--- config.mk ---
export PLATFORM = sky130hd
export DESIGN_NAME = bcd_to_bin_seq
export DESIGN_NICKNAME = d
export VERILOG_FILES = /design/src/rtl/bcd_pkg.sv /design/src/rtl/bcd_mac10.sv /design/src/rtl/bcd_to_bin_seq.sv
export SDC_FILE = /design/constraint.sdc
export NUM_CORES = 1
export LEC_CHECK = 0
export ABC_CLOCK_PERIOD_IN_PS = 2600
export BUFFER_PORTS_ARGS = -buffer_cell sky130_fd_sc_hd__buf_2
export CAP_MARGIN = 15
export CORE_MARGIN = 5
export CORE_UTILIZATION = 49
export CTS_CLUSTER_DIAMETER = 150
export DETAILED_ROUTE_END_ITERATION = 10
export GPL_ROUTABILITY_DRIVEN = 0
export MAX_ROUTING_LAYER = met4
export PLACE_DENSITY = 0.69
export SETUP_SLACK_MARGIN = 0.4
export SKIP_CTS_REPAIR_TIMING = 1
export SYNTH_ARGS = -nofsm -noshare
export SYNTH_HDL_FRONTEND = slang
export SYNTH_HIERARCHICAL = 1
export SYNTH_SLANG_ARGS = --single-unit
--- constraint.sdc ---
create_clock -name clk -period 2.6 [get_ports clk]
set_input_delay 0.13 -clock clk [delete_from_list [all_inputs] [get_ports clk]]
set_output_delay 0.13 -clock clk [all_outputs]
set_load 0.005 [all_outputs]
--- src/rtl/bcd_pkg.sv ---
// Shared types, constants and helpers for the BCD-to-binary conversion path.
package bcd_pkg;

  typedef enum logic [1:0] {
    IDLE = 2'd0,
    CONV = 2'd1,
    DONE = 2'd2
  } state_t;

  localparam logic [3:0] BCD_MAX_DIGIT = 4'd9;

  function automatic logic bcd_digit_valid(input logic [3:0] nibble);
    return nibble <= BCD_MAX_DIGIT;
  endfunction

  // Smallest width w with 2^w > 10^ndig - 1, i.e. enough bits for the largest decimal value.
  function automatic int min_bin_width(input int ndig);
    longint max_val;
    int w;
    max_val = 1;
    for (int i = 0; i < ndig; i++) max_val = max_val * 10;
    max_val = max_val - 1;
    w = 1;
    while ((longint'(1) << w) <= max_val) w++;
    return w;
  endfunction

endpackage

--- src/rtl/bcd_mac10.sv ---
// One fold step of the BCD-to-binary conversion: result = acc*10 + digit.
module bcd_mac10 #(
  parameter int OUT_W = 8
) (
  input  logic [OUT_W-1:0] acc,
  input  logic [3:0]       digit,
  output logic [OUT_W-1:0] result
);

  logic [OUT_W+3:0] acc_w;
  logic [OUT_W+3:0] wide;
  logic             unused_hi;

  // *10 built from shifts; the OUT_W sizing rule guarantees the top bits stay clear.
  assign acc_w     = {4'b0000, acc};
  assign wide      = (acc_w << 3) + (acc_w << 1) + {{OUT_W{1'b0}}, digit};
  assign result    = wide[OUT_W-1:0];
  assign unused_hi = ^wide[OUT_W+3:OUT_W];

endmodule

--- src/rtl/bcd_to_bin_seq.sv ---
// Sequential BCD-to-binary converter: folds NDIG digits MSD-first, one per clock,
// with a start/busy/done handshake and an error flag for non-decimal digits.
module bcd_to_bin_seq
  import bcd_pkg::*;
#(
  parameter int NDIG  = 2,
  parameter int OUT_W = 8
) (
  input  logic              clk,
  input  logic              rst_n,
  input  logic              start,
  input  logic [4*NDIG-1:0] bcd_in,
  output logic              busy,
  output logic              done,
  output logic              err,
  output logic [OUT_W-1:0]  bin_out
);

  localparam int CW = $clog2(NDIG + 1);

  if (NDIG < 1 || NDIG > 4) begin : g_ndig_check
    $error("bcd_to_bin_seq: NDIG must be in 1..4");
  end
  if (OUT_W < min_bin_width(NDIG)) begin : g_width_check
    $error("bcd_to_bin_seq: OUT_W too narrow for NDIG digits");
  end

  // Handshake: start is taken on a rising edge only in IDLE or DONE; busy is high
  // while digits are folded; done pulses one cycle when bin_out/err are updated.
  state_t            state, state_nxt;
  logic [4*NDIG-1:0] sreg;
  logic [OUT_W-1:0]  acc;
  logic [OUT_W-1:0]  mac_out;
  logic [CW-1:0]     cnt;
  logic              bad;
  logic              bad_nxt;
  logic [3:0]        nibble;
  logic              last;
  logic              accept;

  assign nibble  = sreg[4*NDIG-1 -: 4];
  assign last    = (cnt == CW'(NDIG - 1));
  assign bad_nxt = bad | ~bcd_digit_valid(nibble);
  assign accept  = start && (state != CONV);

  bcd_mac10 #(.OUT_W(OUT_W)) u_mac10 (
    .acc    (acc),
    .digit  (nibble),
    .result (mac_out)
  );

  always_ff @(posedge clk or negedge rst_n) begin
    if (!rst_n) state <= IDLE;
    else        state <= state_nxt;
  end

  always_comb begin
    state_nxt = state;
    case (state)
      IDLE:    if (start) state_nxt = CONV;
      CONV:    if (last) state_nxt = DONE;
      DONE:    state_nxt = start ? CONV : IDLE;
      default: state_nxt = IDLE;
    endcase
  end

  always_comb begin
    busy = 1'b0;
    done = 1'b0;
    case (state)
      CONV:    busy = 1'b1;
      DONE:    done = 1'b1;
      default: ;
    endcase
  end

  always_ff @(posedge clk or negedge rst_n) begin
    if (!rst_n) begin
      sreg    <= '0;
      acc     <= '0;
      cnt     <= '0;
      bad     <= 1'b0;
      err     <= 1'b0;
      bin_out <= '0;
    end else if (accept) begin
      sreg <= bcd_in;
      acc  <= '0;
      cnt  <= '0;
      bad  <= 1'b0;
    end else if (state == CONV) begin
      acc  <= mac_out;
      bad  <= bad_nxt;
      sreg <= sreg << 4;
      cnt  <= cnt + 1'b1;
      if (last) begin
        bin_out <= bad_nxt ? '0 : mac_out;
        err     <= bad_nxt;
      end
    end
  end

endmodule
==> metrics.txt <==
Worst-Skew Late Latency 0.32 ns; CTS Buf Count 5; RSZ-0062 raised after global routing true; final setup violation count 0; nets 197; pins over their slew limit 0; PortBufs 21; Routed wire per std cell 13.7 um; most frequent cells in the layout 29 x dfrtp_1, 21 x buf_2, 19 x nand2_1; Final TNS setup 0 ns; Worst slew margin 57.2%; Worst-Margin Slew 0.642 ns; largest net degree at the start of global routing 37; skew final 0.0102 ns; Global Route Usage Sum 14.9%; detailed placement HPWL 2040 um; Initial Utilization 51.1%; area post-placement 0.00166 mm^2; minimum clock period 2.21 ns; first-pass GRT wire length 4810 um; Cells after Synth 148; die height 66.4 um; Post-Synthesis Cell Area 0.00156 mm^2; Max FO, Critical Path 3; top sig layer met4; YS warnings 6; Setup crit end kind flop; startpoint types flop; Min Hold Slack 0.0578 ns; CTS tree built; Fillers 268; worst vdd ir 0.742 mV; Total Wirelength 2960 um; met1 wire length 1410 um; Clock Path Buffers 2; Crit path required time 2.84 ns; Crit Path Class reg2reg; vias in the first global route 1,094; IO Pins 22; first-pass iteration count of the detailed router 4; Hold Fails Final Rpt 0; Via Count 1,096; CTS H-Tree Depth 2; # rows 20; status finished clean; Antenna Nets Post-Route 0; fmax 453 MHz; clock-pin slew on the worst setup and hold paths 0.09 ns; clock sink count 29; Iter 0 DRT Violations 11; GRT overflow 0; Antenna Cells 0; worst hold path class in2reg; Die X 66.4 um; Root Driver clkbuf_4; met3 WL 99 um; LEAKAGE 0.891 nW; Die ar. 0.00441 mm^2; Tcrit/Tclk final 85.0%; final worst setup slack 0.391 ns; Final Instance Area 0.00181 mm^2; maxcap violations 0; DR WL met2 1420 um; Syn Nets 172; initial antenna violation count 0; syn avg cell area 10.5 um^2; WP data arrival 2.45 ns; core footprint 0.00305 mm^2; vias per inst 5.05; most common cell after layout, fill and taps aside dfrtp_1; Area Overhead vs Synth 16.0%; worst slack, placed 0.291 ns; DRC 0; share of post-route cells with drive strength above 1 27.7%; pwr dens 1180 mW/mm^2
==> through the flow <==
stage               utilization [%]  std cells  total power [mW]
global placement               54.3        204              1.69
finish                         59.2        217              2.13
global route                   59.2        217              2.32
floorplan                         -        148              1.54
CTS                            56.1        211              2.01
detailed placement             54.3        204              1.73
==> flip-flops by register name, indices dropped and copies added, names as in the netlist <==
name,flops
bad,1
cnt,2
sreg,8
state,2
acc,7
bin_out,8
err,1
==> layer usage <==
layer,up-vias,track usage [%]
met5,-,-
met4,0,5.33
met3,5,4.59
met2,15,22.8
met1,525,18.6
li1,551,-
==> report_power, final <==
group	internal [mW]	total [mW]	switching, mW
clock network	0.127	0.273	0.146
registers	0.629	0.745	0.116
logic	0.493	1.11	0.617
total	1.25	2.13	0.879
==> final timing paths <==
kind                               to  depth (start not counted)        from  slack, ns
max reg2reg                bin_out[6]                         10     sreg[6]       0.39
min                           sreg[3]                          3   bcd_in[3]       0.06
max in group asynchronous  bin_out[2]                          2       rst_n       1.82
min reg2reg                bin_out[2]                          1  bin_out[2]       0.49
min in group asynchronous    state[0]                          2       rst_n       0.36
max                        bin_out[6]                         10     sreg[6]       0.39
==> final cells by class <==
class	count	area, um^2	share of cell area [%]
Tap cell	44	55.1	3.04
Sequential cell	29	726	40.1
Timing Repair Buffer	27	153	8.44
Inverter	13	50.0	2.77
Multi-Input combinational cell	97	769	42.6
Clock buffer	7	55.1	3.04
==> worst max-delay path, cell delays in order (launching register included) <==
cell and delay [ns]:
dfrtp_1 0.41, ha_1 0.32, ha_4 0.15, inv_1 0.06, fa_2 0.39, inv_1 0.08, a21o_1 0.13, a21oi_1 0.08
xnor2_1 0.23, nand3_1 0.12, o2bb2ai_2 0.16
Note: power is estimated with default switching activity, not from simulation.
